--- config.mk ---
export PLATFORM = sky130hd
export DESIGN_NAME = uart_reg_master
export DESIGN_NICKNAME = d
export VERILOG_FILES = /design/src/rtl/uart_reg_master.sv
export SDC_FILE = /design/constraint.sdc
export NUM_CORES = 1
export LEC_CHECK = 0
export ABC_AREA = 1
export CORE_UTILIZATION = 55
export CTS_BUF_LIST = sky130_fd_sc_hd__clkbuf_16
export DETAILED_ROUTE_END_ITERATION = 10
export GPL_TIMING_DRIVEN = 0
export PLACE_DENSITY = 0.8
export SLEW_MARGIN = 20
export SYNTH_ARGS = -nofsm -noshare
export SYNTH_HDL_FRONTEND = slang
export SYNTH_SLANG_ARGS = --single-unit
--- constraint.sdc ---
create_clock -name clk_50m -period 6.6 [get_ports clk_50m]
set_input_delay 0.99 -clock clk_50m [delete_from_list [all_inputs] [get_ports clk_50m]]
set_output_delay 0.99 -clock clk_50m [all_outputs]
set_load 0.02 [all_outputs]
--- src/rtl/uart_reg_master.sv ---
// uart_reg_master: UART register-access master.
// Sends 3-byte command frames (addr, cmd, data) on tx and parses 8-byte
// A5/5A-framed replies on rx. A reply on channel 0xFE while a read is
// outstanding completes the read (rsp_*); any other frame is forwarded on frm_*.
// Optional feature: define UART_REG_MASTER_TIMEOUT_EN to give reads a reply
// timeout of TIMEOUT clk_50m cycles (rsp_err=1 on expiry).
module uart_reg_master #(
  parameter int DIV     = 434,
  parameter int TIMEOUT = 1000000
) (
  input  logic        clk_50m,
  input  logic        rst,
  input  logic        cmd_valid,
  output logic        cmd_ready,
  input  logic        cmd_wr,
  input  logic [7:0]  cmd_addr,
  input  logic [7:0]  cmd_wdata,
  output logic        rsp_valid,
  output logic [7:0]  rsp_data,
  output logic        rsp_err,
  output logic        frm_valid,
  output logic [7:0]  frm_chan,
  output logic [39:0] frm_data,
  output logic        tx,
  input  logic        rx
);

  localparam int CNT_W = $clog2(DIV + 1);
  localparam logic [CNT_W-1:0] BIT_LAST = CNT_W'(DIV);
  localparam logic [CNT_W-1:0] BIT_HALF = CNT_W'((DIV + 1) / 2);

  typedef enum logic [1:0] {IDLE, SEND, WAIT_RSP} tx_state_t;
  typedef enum logic [1:0] {HUNT0, HUNT1, BODY}   rx_state_t;

  tx_state_t        tx_state_q, tx_state_d;
  logic [CNT_W-1:0] tx_cnt_q;
  logic [3:0]       tx_bit_q;
  logic [1:0]       tx_byte_q;
  logic [23:0]      tx_frame_q;
  logic             tx_wr_q;
  logic [7:0]       tx_cur;
  logic [3:0]       tx_didx;

  logic             rx_s1, rx_s2, rx_d;
  logic             rx_busy_q;
  logic [CNT_W-1:0] rx_cnt_q;
  logic [3:0]       rx_bit_q;
  logic [7:0]       rx_shift_q;
  rx_state_t        p_state_q, p_state_d;
  logic [2:0]       p_idx_q;
  logic [7:0]       chan_q;
  logic [31:0]      pay_q;

  logic accept, tx_bit_end, tx_last;
  logic rx_stop, byte_stb, frame_err, frame_done, reply_hit, to_hit;

  assign cmd_ready  = (tx_state_q == IDLE) && !rst;
  assign accept     = cmd_valid && cmd_ready;
  assign tx_bit_end = (tx_cnt_q == BIT_LAST);
  assign tx_last    = (tx_state_q == SEND) && tx_bit_end && (tx_bit_q == 4'd9) && (tx_byte_q == 2'd2);

  assign rx_stop    = rx_busy_q && (rx_bit_q == 4'd9) && (rx_cnt_q == BIT_LAST);
  assign byte_stb   = rx_stop && rx_s2;
  assign frame_err  = rx_stop && !rx_s2;
  assign frame_done = byte_stb && (p_state_q == BODY) && (p_idx_q == 3'd5);
  assign reply_hit  = frame_done && (chan_q == 8'hFE) && (tx_state_q == WAIT_RSP);

  // TX state register.
  // NOTE: sequential state uses non-blocking (<=) so every flop samples pre-edge values.
  always_ff @(posedge clk_50m or posedge rst) begin
    if (rst) tx_state_q <= IDLE;
    else     tx_state_q <= tx_state_d;
  end

  // TX next-state: command accept, end of third byte, reply or timeout.
  // NOTE: the default assignment first keeps this block free of inferred latches.
  always_comb begin
    tx_state_d = tx_state_q;
    case (tx_state_q)
      IDLE:     if (accept) tx_state_d = SEND;
      SEND:     if (tx_last) tx_state_d = tx_wr_q ? IDLE : WAIT_RSP;
      WAIT_RSP: if (reply_hit || to_hit) tx_state_d = IDLE;
      default:  tx_state_d = IDLE;
    endcase
  end

  // TX datapath: latch the frame on accept, then step cycle/bit/byte counters.
  // NOTE: the frame register has no memory semantics, so it is reset like any other flop.
  always_ff @(posedge clk_50m or posedge rst) begin
    if (rst) begin
      tx_frame_q <= '0;
      tx_wr_q    <= 1'b0;
      tx_cnt_q   <= '0;
      tx_bit_q   <= '0;
      tx_byte_q  <= '0;
    end else if (accept) begin
      tx_frame_q <= {cmd_wr ? cmd_wdata : 8'h00, cmd_wr ? 8'h00 : 8'h01, cmd_addr};
      tx_wr_q    <= cmd_wr;
      tx_cnt_q   <= '0;
      tx_bit_q   <= '0;
      tx_byte_q  <= '0;
    end else if (tx_state_q == SEND) begin
      if (tx_bit_end) begin
        tx_cnt_q <= '0;
        if (tx_bit_q == 4'd9) begin
          tx_bit_q  <= '0;
          tx_byte_q <= tx_byte_q + 2'd1;
        end else begin
          tx_bit_q <= tx_bit_q + 4'd1;
        end
      end else begin
        tx_cnt_q <= tx_cnt_q + 1'b1;
      end
    end
  end

  // Serial line: start bit, 8 data bits LSB first, stop bit; idle high otherwise.
  always_comb begin
    case (tx_byte_q)
      2'd0:    tx_cur = tx_frame_q[7:0];
      2'd1:    tx_cur = tx_frame_q[15:8];
      default: tx_cur = tx_frame_q[23:16];
    endcase
    tx_didx = tx_bit_q - 4'd1;
    tx = 1'b1;
    if (tx_state_q == SEND) begin
      if (tx_bit_q == 4'd0)      tx = 1'b0;
      else if (tx_bit_q != 4'd9) tx = tx_cur[tx_didx[2:0]];
    end
  end

  // rx synchronizer plus one delay stage for falling-edge detection.
  always_ff @(posedge clk_50m or posedge rst) begin
    if (rst) {rx_s1, rx_s2, rx_d} <= 3'b111;
    else     {rx_s1, rx_s2, rx_d} <= {rx, rx_s1, rx_s2};
  end

  // RX bit engine: start on falling edge, re-check start at half bit, sample mid-bit.
  always_ff @(posedge clk_50m or posedge rst) begin
    if (rst) begin
      rx_busy_q  <= 1'b0;
      rx_cnt_q   <= '0;
      rx_bit_q   <= '0;
      rx_shift_q <= '0;
    end else if (!rx_busy_q) begin
      if (rx_d && !rx_s2) begin
        rx_busy_q <= 1'b1;
        rx_cnt_q  <= '0;
        rx_bit_q  <= '0;
      end
    end else if (rx_bit_q == 4'd0) begin
      if (rx_cnt_q == BIT_HALF) begin
        rx_cnt_q <= '0;
        if (!rx_s2) rx_bit_q  <= 4'd1;
        else        rx_busy_q <= 1'b0;
      end else begin
        rx_cnt_q <= rx_cnt_q + 1'b1;
      end
    end else if (rx_cnt_q == BIT_LAST) begin
      rx_cnt_q <= '0;
      if (rx_bit_q == 4'd9) begin
        rx_busy_q <= 1'b0;
      end else begin
        rx_shift_q <= {rx_s2, rx_shift_q[7:1]};
        rx_bit_q   <= rx_bit_q + 4'd1;
      end
    end else begin
      rx_cnt_q <= rx_cnt_q + 1'b1;
    end
  end

  // Parser state register.
  always_ff @(posedge clk_50m or posedge rst) begin
    if (rst) p_state_q <= HUNT0;
    else     p_state_q <= p_state_d;
  end

  // Parser next-state: hunt for A5 5A, then six body bytes; framing error rehunts.
  always_comb begin
    p_state_d = p_state_q;
    if (frame_err) begin
      p_state_d = HUNT0;
    end else if (byte_stb) begin
      case (p_state_q)
        HUNT0:   if (rx_shift_q == 8'hA5) p_state_d = HUNT1;
        HUNT1:   if (rx_shift_q == 8'h5A)      p_state_d = BODY;
                 else if (rx_shift_q != 8'hA5) p_state_d = HUNT0;
        BODY:    if (p_idx_q == 3'd5) p_state_d = HUNT0;
        default: p_state_d = HUNT0;
      endcase
    end
  end

  // Parser body capture: channel then payload bytes 0..3 (byte 4 comes straight from rx).
  always_ff @(posedge clk_50m or posedge rst) begin
    if (rst) begin
      p_idx_q <= '0;
      chan_q  <= '0;
      pay_q   <= '0;
    end else if (byte_stb) begin
      if (p_state_q == HUNT1) begin
        p_idx_q <= '0;
      end else if (p_state_q == BODY) begin
        p_idx_q <= p_idx_q + 3'd1;
        case (p_idx_q)
          3'd0:    chan_q        <= rx_shift_q;
          3'd1:    pay_q[7:0]    <= rx_shift_q;
          3'd2:    pay_q[15:8]   <= rx_shift_q;
          3'd3:    pay_q[23:16]  <= rx_shift_q;
          3'd4:    pay_q[31:24]  <= rx_shift_q;
          default: ;
        endcase
      end
    end
  end

`ifdef UART_REG_MASTER_TIMEOUT_EN
  logic [31:0] to_cnt_q;
  logic        rsp_err_q;

  assign to_hit  = (tx_state_q == WAIT_RSP) && (to_cnt_q == 32'(TIMEOUT - 1)) && !reply_hit;
  assign rsp_err = rsp_err_q;

  // Reply timeout counter, cleared whenever no read is outstanding.
  always_ff @(posedge clk_50m or posedge rst) begin
    if (rst)                         to_cnt_q <= '0;
    else if (tx_state_q != WAIT_RSP) to_cnt_q <= '0;
    else                             to_cnt_q <= to_cnt_q + 32'd1;
  end

  // Error flag accompanies rsp_valid and holds until the next response.
  always_ff @(posedge clk_50m or posedge rst) begin
    if (rst)            rsp_err_q <= 1'b0;
    else if (reply_hit) rsp_err_q <= 1'b0;
    else if (to_hit)    rsp_err_q <= 1'b1;
  end
`else
  assign to_hit  = 1'b0;
  assign rsp_err = 1'b0;
`endif

  // Output pulses: read completion, forwarded frame, or timeout; data holds between pulses.
  always_ff @(posedge clk_50m or posedge rst) begin
    if (rst) begin
      rsp_valid <= 1'b0;
      rsp_data  <= '0;
      frm_valid <= 1'b0;
      frm_chan  <= '0;
      frm_data  <= '0;
    end else begin
      rsp_valid <= 1'b0;
      frm_valid <= 1'b0;
      if (reply_hit) begin
        rsp_valid <= 1'b1;
        rsp_data  <= pay_q[7:0];
      end else if (frame_done) begin
        frm_valid <= 1'b1;
        frm_chan  <= chan_q;
        frm_data  <= {rx_shift_q, pay_q};
      end else if (to_hit) begin
        rsp_valid <= 1'b1;
        rsp_data  <= 8'h00;
      end
    end
  end

endmodule

==> flow_metrics.py <==
metrics = {
    "run_status": {
        "status": "finished clean",
    },
    "logic_synthesis": {
        "syn_inst": 884,
        "synth_cell_types": 33,
        "ys_seq_elements": 163,
        "synth_warnings": 0,
        "syn_area_sq_um": 7570,
        "synth_nets": 929,
        "yosysSeqAreaShare": 0.539,
        "syn_area_per_cell_sq_um": 8.57,
    },
    "cells_and_area": {
        "final_area_sq_um": 9240,
        "multiInputGateArea_sq_um": 3080,
        "drive_above_1_share": 0.0582,
        "num_antenna_cells": 0,
        "seqCellArea_sq_um": 4080,
        "final_nets": 1029,
        "synthToLayoutAreaGrowth_pct": 22.0,
        "nFillCells": 1049,
        "final_util": 0.692,
    },
    "timing": {
        "max_freq_ghz": 0.259,
        "maxSlewViolCount": 0,
        "max_slew_margin": 0.347,
        "setup_viol": 0,
        "fin_tns_setup_ns": 0,
        "holdWs_ns": 0.362,
        "period_minus_slack_ns": 3.87,
        "fin_crit_sh": 0.586,
        "fin_worst_skew_ns": 0.00940,
        "hold_violations": 0,
        "tightest_slew_ns": 0.971,
        "grt_setup_unrepaired": "false",
    },
    "route": {
        "ant_nets": 0,
        "drt_wl_total_mm": 16.2,
        "dr.pass1.iters": 5,
        "drc_errors": 0,
        "wl_per_cell_um": 13.8,
        "viasPerCell": 5.38,
        "dr_total_vias": 6304,
        "drt_iter0_drc": 448,
    },
    "clock_network": {
        "tritoncts": "built",
        "cts_hold_buf": 0,
        "cts_root_buf": "clkbuf_16",
        "cts.path.max_buffers": 2,
        "ctsHtreeMaxLevel": 4,
        "cts_resized": 0,
        "cts_buffers": 17,
        "clk_pin_slew_ns": 0.06,
        "cts.sinks": 163,
        "clk_latency_ns": 0.43,
        "post-cts-setup-buffers": 0,
    },
    "placement": {
        "dpl_cell_area_sq_um": 8630,
        "place_congestion": 0.895,
        "port_buffers": 80,
        "dpl.hpwl_mm": 11.2,
    },
    "critical_path": {
        "crit_end": "tx",
        "path_class": "flip-flop to output pin",
        "max_stage_delay_ns": 0.61,
        "crit_top_cell": "nand2_1",
        "r2r_setup_slack_ns": 4.20,
        "cp-startpoint": "tx_byte_q[0]",
        "crit_path_end_kind": "output pin",
        "cp.depth": 13,
        "reg2reg_from": "p_state_q[0]",
        "crit_buf_inv": 3,
        "r2r_cells": 7,
        "timing.rr.end": "pay_q[29]",
        "cp_max_fo": 9,
        "required_ns": 5.61,
        "worstPathArrival_ns": 2.88,
        "cp_top_family": "simple AND/OR/NAND/NOR gates",
        "critPathLaunchType": "flip-flop",
        "slowest_stage": "clkdlybuf4s50_1",
        "crit_chain": "inv_1 -> ha_1 -> clkbuf_1 -> nor2_1 -> nand2_1 -> nand2_1 -> nand3_1 -> nand3b_1 -> nand2_1 -> nand2_1 -> nand2_1 -> nand2_1 -> clkdlybuf4s50_1",
    },
    "die": {
        "ioPinCount": 82,
        "fp.coreArea_sq_um": 13300,
        "rows": 42,
        "die_h_um": 119,
        "fp.dieArea_sq_um": 14200,
        "die_w_um": 119,
        "start_util": 0.567,
    },
    "power": {
        "p_sw_frac": 0.235,
        "ir_drop_v": 0.000140,
        "p_comb_frac": 0.073,
        "pwr-share-seq": 0.474,
        "p_total_uw": 2260,
        "clkPwrFrac": 0.453,
        "intPower_uw": 1730,
        "p_per_area_nw_per_um2": 244,
        "leakage_uw": 0.00459,
        "p_switching_uw": 530,
    },
    "global_route": {
        "antenna_found_initial": 0,
        "grt_use_total": 0.248,
        "grt_pass1_wl_mm": 27.9,
        "grt.overflow.total": 0,
        "grt_max_degree": 88,
        "grt_pass1_vias": 5917,
    },
    "hold_path": {
        "worstHoldPathType": "flip-flop to flip-flop",
    },
    "job": {
        "drv_cap": 0,
    },
}
==> cell usage in the layout, fill, tap and decap left out, drive strengths merged, types with 4 or more instances in the layout <==
master / n
a21oi: 19
a22o: 8
buf: 15
bufinv: 4
clkbuf: 41
clkdlybuf4s50: 80
clkinv: 8
dfrtp: 160
ha: 24
inv: 58
nand2: 330
nand3: 58
nand4: 12
nor2: 54
nor3: 10
o211ai: 48
o21ai: 38
o22ai: 4
o31ai: 5
xor2: 4
==> area by class of cell <==
cell class	instances	share of cell area
multi-input cells	626	0.334
clock buffers	17	0.0460
repair buffers	81	0.0896
well taps	176	0.0238
plain buffers	38	0.0207
flip-flops and latches	163	0.442
clock inverters	14	0.0203
inverters	57	0.0240
==> routing by layer <==
metal  vias up  part of all wire  GRT usage
li1       3099                 -          -
met1      3005              0.44      0.328
met2       170              0.49      0.403
met3        30             0.040     0.0431
met4         0             0.024      0.106
met5         -                 0          0
==> state kept, by name, summed over array words and instances, names as in the netlist, 9 cells and up <==
register and cells:
tx_cnt_q 9, rx_cnt_q 9, pay_q 32, tx_frame_q 17, frm_data 40
==> worst reg2reg max path, delay by kind of cell, from the launching register on <==
kind	cells	cell delay [ns]
and+or+nand+nor	4	1.47
buffers and inverters	2	0.19
DFF	1	0.39
adders and majority gates	1	0.24
==> worst min-delay path by stage <==
| stage | start | end | slack (ns) | depth (start not counted) |
|---|---|---|---|---|
| 2_1_floorplan | rx_s1 | rx_s2 | 0.35 | 0 |
| 3_3_place_gp | rx_s2 | rx_d | 0.35 | 0 |
| 3_5_place_dp | rx_s1 | rx_s2 | 0.35 | 0 |
| 4_1_cts | rx_s1 | rx_s2 | 0.36 | 0 |
| 5_1_grt | rx_s1 | rx_s2 | 0.36 | 0 |
| 6_report | rx_s1 | rx_s2 | 0.36 | 0 |
==> cells by family after synthesis <==
logic type                 synth area share
and+or+nand+nor                       0.255
AOI/OAI and AO/OA                     0.104
adders and majority gates            0.0397
xor gates and xnor gates            0.00810
DFF                                   0.539
other                              0.000495
buffers and inverters                0.0535
==> cell usage after synthesis, drive strengths merged <==
| cell type | n | share of area |
|---|---|---|
| o211ai | 48 | 0.048 |
| o22ai | 4 | 0.0033 |
| dfstp | 3 | 0.010 |
| nor3 | 10 | 0.0066 |
| nor4 | 2 | 0.0017 |
| nand3 | 58 | 0.038 |
| ha | 24 | 0.040 |
| nand3b | 2 | 0.0020 |
| o21a | 1 | 0.00099 |
| inv | 57 | 0.028 |
| or2 | 2 | 0.0017 |
| a21oi | 19 | 0.013 |
| nor2 | 54 | 0.029 |
| buf | 14 | 0.013 |
| nand4 | 12 | 0.0099 |
| o21ai | 38 | 0.026 |
| a22o | 8 | 0.0093 |
| xor2 | 4 | 0.0046 |
| xnor2 | 3 | 0.0035 |
| dfrtp | 160 | 0.53 |
| clkbuf | 24 | 0.012 |
| nor3b | 1 | 0.00099 |
| nand2 | 330 | 0.16 |
| o31ai | 5 | 0.0050 |
| conb | 1 | 0.00050 |
==> power groups by stage <==
| stage | sequential (uW) | combinational [uW] | clock, uW |
|---|---|---|---|
| floorplan | 1080 | 122 | 0 |
| global placement | 1090 | 157 | 0 |
| detailed placement | 1090 | 165 | 0 |
| CTS | 1070 | 167 | 1030 |
| global route | 1070 | 188 | 1090 |
| finish | 1070 | 165 | 1020 |
==> metrics by stage <==
stage | worst slack [ns] | cells
after global routing | 2.50 | 1172
after CTS | 2.74 | 1172
after detailed placement | 3.04 | 1141
after floorplan | 1.21 | 884
final | 2.73 | 1172
after global placement | -0.822 | 1140
Note: power is estimated with default switching activity, not from simulation.
